<file path="src/rtl/op_sequencer.sv">
// Command sequencer: queues 32-bit operation words from a host and plays them
// out to the matrix controller as multiply runs (with drain) or page loads.
module op_sequencer #(
    parameter int DEPTH      = 4,
    parameter int MUL_CYCLES = 64,
    parameter int DRAIN      = 16,
    parameter int LOAD_WORDS = 64
) (
    input  logic        i_clk,
    input  logic        i_reset,
    input  logic        i_enable,
    input  logic        i_cmd_valid,
    output logic        o_cmd_ready,
    input  logic [31:0] i_cmd,
    input  logic        i_data_valid,
    output logic        o_data_ready,
    input  logic [31:0] i_data,
    output logic [31:0] o_operation,
    output logic [31:0] o_in_data,
    output logic        o_busy,
    output logic        o_done,
    output logic        o_err
);

    localparam int PTR_W   = (DEPTH > 1) ? $clog2(DEPTH) : 1;
    localparam int MAX_A   = (MUL_CYCLES > DRAIN) ? MUL_CYCLES : DRAIN;
    localparam int MAX_CNT = (MAX_A > LOAD_WORDS) ? MAX_A : LOAD_WORDS;
    localparam int CNT_W   = $clog2(MAX_CNT + 1);

    localparam logic [CNT_W-1:0] MUL_LAST   = CNT_W'(MUL_CYCLES - 1);
    localparam logic [CNT_W-1:0] DRAIN_LAST = CNT_W'(DRAIN - 1);
    localparam logic [CNT_W-1:0] LOAD_LAST  = CNT_W'(LOAD_WORDS - 1);
    localparam logic [CNT_W-1:0] CNT_ONE    = CNT_W'(1);
    localparam logic [PTR_W:0]   PTR_ONE    = (PTR_W + 1)'(1);

    typedef enum logic [1:0] {
        S_IDLE,
        S_MUL,
        S_DRAIN,
        S_LOAD
    } state_t;

    state_t             r_state;
    logic [31:0]        r_fifo [DEPTH];
    logic [PTR_W:0]     r_wrPtr;
    logic [PTR_W:0]     r_rdPtr;
    logic [31:0]        r_cur;
    logic [CNT_W-1:0]   r_count;
    logic               r_done;
    logic               r_err;

    logic               w_empty;
    logic               w_full;
    logic               w_push;
    logic               w_pop;
    logic               w_xfer;
    logic [31:0]        w_head;

    // Extra pointer bit distinguishes full from empty when the indices match.
    assign w_empty = (r_wrPtr == r_rdPtr);
    assign w_full  = (r_wrPtr[PTR_W] != r_rdPtr[PTR_W]) &&
                     (r_wrPtr[PTR_W-1:0] == r_rdPtr[PTR_W-1:0]);
    assign w_head  = r_fifo[r_rdPtr[PTR_W-1:0]];
    assign w_push  = i_cmd_valid && o_cmd_ready;
    assign w_pop   = i_enable && (r_state == S_IDLE) && !w_empty;
    assign w_xfer  = i_enable && (r_state == S_LOAD) && i_data_valid;

    // Every output is forced low while reset is asserted, before the edge lands.
    assign o_cmd_ready  = !i_reset && i_enable && !w_full;
    assign o_data_ready = !i_reset && i_enable && (r_state == S_LOAD);
    assign o_operation  = (!i_reset && ((r_state == S_MUL) || w_xfer)) ? r_cur : 32'd0;
    assign o_in_data    = (!i_reset && w_xfer) ? i_data : 32'd0;
    assign o_busy       = !i_reset && ((r_state != S_IDLE) || !w_empty);
    assign o_done       = !i_reset && r_done;
    assign o_err        = !i_reset && r_err;

    always_ff @(posedge i_clk) begin
        if (w_push) begin
            r_fifo[r_wrPtr[PTR_W-1:0]] <= i_cmd;
        end
    end

    always_ff @(posedge i_clk) begin
        if (i_reset) begin
            r_wrPtr <= '0;
            r_rdPtr <= '0;
        end else begin
            if (w_push) begin
                r_wrPtr <= r_wrPtr + PTR_ONE;
            end
            if (w_pop) begin
                r_rdPtr <= r_rdPtr + PTR_ONE;
            end
        end
    end

    // Nothing advances on disabled cycles, so frozen cycles never count.
    always_ff @(posedge i_clk) begin
        if (i_reset) begin
            r_state <= S_IDLE;
            r_count <= '0;
            r_cur   <= '0;
            r_done  <= 1'b0;
            r_err   <= 1'b0;
        end else if (i_enable) begin
            r_done <= 1'b0;
            case (r_state)
                S_IDLE: begin
                    if (w_pop) begin
                        r_cur   <= w_head;
                        r_count <= '0;
                        case (w_head[3:0])
                            4'd0:    r_done  <= 1'b1;
                            4'd1:    r_state <= S_MUL;
                            4'd2:    r_state <= S_LOAD;
                            default: r_err   <= 1'b1;
                        endcase
                    end
                end
                S_MUL: begin
                    if (r_count == MUL_LAST) begin
                        r_state <= S_DRAIN;
                        r_count <= '0;
                    end else begin
                        r_count <= r_count + CNT_ONE;
                    end
                end
                S_DRAIN: begin
                    if (r_count == DRAIN_LAST) begin
                        r_state <= S_IDLE;
                        r_count <= '0;
                        r_done  <= 1'b1;
                    end else begin
                        r_count <= r_count + CNT_ONE;
                    end
                end
                S_LOAD: begin
                    if (i_data_valid) begin
                        if (r_count == LOAD_LAST) begin
                            r_state <= S_IDLE;
                            r_count <= '0;
                            r_done  <= 1'b1;
                        end else begin
                            r_count <= r_count + CNT_ONE;
                        end
                    end
                end
                default: r_state <= S_IDLE;
            endcase
        end
    end

endmodule

</file>
<file path="config.mk">
export PLATFORM = sky130hd
export DESIGN_NAME = op_sequencer
export DESIGN_NICKNAME = d
export VERILOG_FILES = /design/src/rtl/op_sequencer.sv
export SDC_FILE = /design/constraint.sdc
export NUM_CORES = 1
export LEC_CHECK = 0
export CAP_MARGIN = 20
export CORE_MARGIN = 2
export CORE_UTILIZATION = 52
export DETAILED_ROUTE_END_ITERATION = 8
export PLACE_DENSITY_LB_ADDON = 0.3
export RECOVER_POWER = 50
export SKIP_LAST_GASP = 1
export SYNTH_ARGS = -nofsm -noshare
export SYNTH_HDL_FRONTEND = slang
export SYNTH_SLANG_ARGS = --single-unit
</file>
<file path="constraint.sdc">
create_clock -name i_clk -period 3.5 [get_ports i_clk]
set_input_delay 0.7 -clock i_clk [delete_from_list [all_inputs] [get_ports i_clk]]
set_output_delay 0.7 -clock i_clk [all_outputs]
set_load 0.02 [all_outputs]
</file>
; ---- Word level (Yosys, flattened, before mapping)
; Memory sizes are Yosys's and may differ from the RTL's. A register that Yosys moved wholly into a read port is not among the register bits.
; Cells that the tools add are included.
; Widths: inputs -> output; s select.
[op_classes]
addsub = 3
n_eq_ne = 16
n_mux = 24
n_bitwise = 1
n_reduce_logical = 27
[op_table]
columns = operator, n
row1 = $mux 32, 2
row2 = $mux 7, 4
row3 = $pmux 7 s4, 1
row4 = $logic_and 1x1->1, 14
row5 = $mux 2, 7
row6 = $pmux 2 s4, 1
row7 = $add 7x1->7 const B, 1
row8 = $eq 7x4->1 const B, 1
row9 = $eq 7x6->1 const B, 1
row10 = $mux 1, 7
row11 = $reduce_and 7->1, 1
row12 = $add 3x1->3 const B, 2
row13 = $ne 2x2->1 const B, 3
row14 = $reduce_and 3->1, 2
row15 = $eq 2x2->1 const B, 2
row16 = $eq 4x1->1 const B, 1
row17 = $eq 4x2->1 const B, 1
row18 = $logic_not 4->1, 1
row19 = $ne 2x1->1 const B, 2
row20 = $pmux 2 s2, 1
row21 = $reduce_and 4->1, 1
row22 = $eq 3x3->1, 1
row23 = $logic_not 1->1, 3
row24 = $ne 3x1->1 const B, 1
row25 = 9 further kinds, 10
[word_totals]
reg_bits = 49
mem_bits_rw = 128
inputBits = 69
out_inout_bits = 69
wordCells = 79
n_memories = 1
[memory_table]
columns = memory, depth, word_bits, read_ports, rd_clocked_by_memory_dff, wr, line
row1 = r_fifo, 4, 32, 1, 1, 1, 44  ; logic [31:0] r_fifo [DEPTH];

; ---- Longest topological paths before layout
[depth]
ltp_word = 7
mapped_depth = 7
ltp_nobuf = 6

; ---- Worst setup path before layout
; OpenSTA, ideal clock, no wires.
[synth_path]
path_type = input to output
startpoint = input i_reset
endpoint = output o_operation[10]
t_arrival_ns = 2.042
slack_ns = 0.758
path_stages = 7
path_cell_list = buf_2 > nand2b_1 > nor2_1 > and2_1 > a31oi_1 > clkbuf_1 > nor2b_1
[synth_between]
elab_chain_cells = 3
[synth_lines]
columns = item, line
row1 = "start, declared", 10  ; input logic i_reset,
row2 = $logic_not 1->1, 71  ; assign o_operation = (!i_reset && ((r_state == S_MUL) || w_xfer)) ? r_cur : 32'd0;
row3 = $logic_and 1x1->1, 71
row4 = $mux 32, 71
row5 = "end, declared", 18  ; output logic [31:0] o_operation,
; Every way passes these cells.

; ---- Final worst setup path
[layout_path]
startpoint = input i_enable
endpoint = output o_operation[3]
[layout_between]
elab_chain_cells = 5
[layout_lines]
columns = item, line
row1 = "start, declared", 11  ; input logic i_enable,
row2 = $logic_and 1x1->1 (2 in a row), 66  ; assign w_xfer = i_enable && (r_state == S_LOAD) && i_data_valid;
row3 = $logic_or 1x1->1, 71
row4 = $logic_and 1x1->1, 71
row5 = $mux 32, 71
; Every way passes these cells.

==> run metrics <==
Slew Limit Fails 24; initial antenna violation count 1; outcome finished, violations left; violated checks max-capacitance violations, max-slew violations; critical path peak fanout 12; Final Hold Violating Endpoints 0; fin crit share 0.9452; Placement Setup Slack 0.1720 ns; gr usage total 0.2080; placed cell area 0.009166 sq mm; Initial Utilization 0.5382; area leader, netlist edfxtp_1; RSZ-0062 raised after global routing false; worst vdd ir 445.4 uV; hold_buf cts 0; Post-Layout Inst Area 0.009612 sq mm; die height 124.3 um; Post-Synth Simple-Gate Area 0.1330; die footprint 0.01546 sq mm; startpoint of the worst hold path r_cur[23]; Final Setup Violations 0; crit path launch type input port; Tightest Hold Check Type reg2reg; top post-synthesis cells by area edfxtp_1 (51%), dfxtp_1 (14%), mux4_2 (9.9%), a21oi_2 (3.5%), nor2b_1 (2.8%); WL per Instance 18.05 um; Die W 124.3 um; Netlist Area Pre-Place 0.007528 sq mm; share of the synthesized area in the top cell type 0.5106; hold slack 0.4510 ns; CTS tree done; CTS HTree Levels 4; crit path DAT 2.61 ns; Synth Flop Type edfxtp_1; Avg Vias per Cell 5.504; clk slew on worst S/H paths 0.06 ns; CTS sink count 179; vias in the first global route 4868; TNS Setup 0 ns; Area Growth Syn to Fin 27.67%; largest family of logic cells by synthesized area simple AND/OR/NAND/NOR gates; post-synthesis sequential area ratio 0.6462; Leak 3.207 nW; Relative slew margins -0.1146; worst-case clock skew 0.006311 ns; Final Power 4.627 mW; Critical Path RT 2.80 ns; Max clock buf depth 2; Post-CTS Resized 0; Worst-Margin Slew 1.672 ns; post-DP HPWL 10290 um; asr flop ratio synth 0; IO Count 138; Top Usage Layer GRT met2; fin crit period 3.308 ns; top cells by count, synth edfxtp_1 (128), dfxtp_1 (51), nand2_1 (46); Core Rows 43; FMAX 302.3 MHz; first-pass GRT wire length 24950 um; PortBufs 137; synth warn 0; fillcell total 995; routed wire length 15540 um; synth unique cells 48; CTS buffer count 17; max_cap viols 1; Initial DRT Pass Iterations 4; routability cong. 0.8458; number of flops mapped to enable cells by yosys 128; CORE AREA 0.01399 sq mm; GRT Residual Overflow 0; most instantiated library cell after synthesis edfxtp_1; share of cells above drive strength 1 0.1897; Critical path origin i_enable; GR Layer Usage met3 0.05412; adder-cell area share of the yosys netlist 0.009972; Mapped Nets 597; Vias 4739; cell count after placement 828; DRT antenna net count 0; post-synthesis mux area share 0.1000; Final nets 742; Synth Instances 522; kind of critical path in2out; maximum number of pins on one net before global-route repair 52; XOR/XNOR Fraction of Synth Area 0.01246; Clock Root Buffer clkbuf_16; drt drc 0; Finished Layout Cells 861; post-CTS setup buffer count 0; #FFs+latches synth 179; met1 Use GR 0.2439; syn_area_per_cell 14.42 sq um; PD cells 481.4 mW/mm^2; post-synthesis compound-gate area fraction 0.06964; critical path endpoint category output port; latest clock arrival within the worst-skew pair 0.42 ns; final worst setup slack 0.1918 ns; DR iter-0 viols 362; post-layout util 0.6871; met2 Use GR 0.3742
## logic make-up after synthesis
| family | Yosys count |
|---|---|
| AO/OA/AOI/OAI | 64 |
| XOR/XNOR | 9 |
| adder cells (fa/ha/maj) | 6 |
| buffers and inverters | 43 |
| flip-flops | 179 |
| multiplexers | 34 |
| AND/OR/NAND/NOR | 187 |
## critical path: stages
cell             delay, ns
clkdlybuf4s50_1       0.49
nand2b_1              0.08
nor2_1                0.13
and2_1                0.18
a31oi_4               0.06
buf_4                 0.20
nor2b_1               0.14
clkdlybuf4s50_1       0.62
## cell usage in the layout, fill, tap and decap left out, drive strengths merged, types with 2 or more instances in the layout
| cell type | netlist | layout |
|---|---|---|
| a21oi | 39 | 39 |
| a311oi | 4 | 4 |
| a31oi | 7 | 7 |
| and2 | 5 | 5 |
| and3 | 33 | 33 |
| buf | 12 | 18 |
| bufinv | 0 | 3 |
| clkbuf | 21 | 22 |
| clkdlybuf4s50 | 0 | 103 |
| clkinv | 0 | 8 |
| clkinvlp | 0 | 2 |
| dfxtp | 51 | 51 |
| dlygate4sd3 | 0 | 33 |
| edfxtp | 128 | 128 |
| ha | 6 | 6 |
| inv | 10 | 12 |
| mux4 | 33 | 33 |
| nand2 | 76 | 76 |
| nand2b | 2 | 2 |
| nand3 | 7 | 7 |
| nor2 | 22 | 22 |
| nor2b | 34 | 34 |
| nor3 | 2 | 2 |
| o211ai | 2 | 2 |
| o21ai | 4 | 4 |
| or3 | 2 | 2 |
| xnor2 | 6 | 6 |
| xor2 | 3 | 3 |
## state kept, by name, indices dropped and copies added (netlist names), named ones only
signal / count
r_rdPtr: 3
r_fifo: 128
r_state: 2
r_done: 1
r_cur: 32
r_count: 7
r_wrPtr: 3
r_err: 1
## layer usage
layer	wire (um)	up-vias
met5	0	-
met4	218	0
met3	951	20
met2	8275	170
met1	6096	2332
li1	-	2217
## worst paths after layout
| path | end | slack [ns] | cells after the start |
|---|---|---|---|
| hold / removal | r_cur[23] | 0.45 | 2 |
| setup reg to reg | r_state[1] | 0.55 | 5 |
| setup / recovery | o_operation[3] | 0.19 | 8 |
| hold reg to reg | r_cur[23] | 0.45 | 2 |
## final cells by class
cell class	count	area, sq um	share of cell area
Antenna cell	1	2.502	0.0002603
Clock buffer	17	425.4	0.04426
Clock inverter	15	161.4	0.01679
Inverter	10	37.54	0.003905
Multi-Input combinational cell	300	2356	0.2451
Sequential cell	179	4866	0.5062
Tap cell	180	225.2	0.02343
Timing Repair Buffer	159	1538	0.1600
## report_power, final
part,internal [mW],switching [mW]
Combinational,0.198,0.200
Clock,1.11,0.757
Sequential,2.32,0.0403
Note: power is estimated with default switching activity, not from simulation.
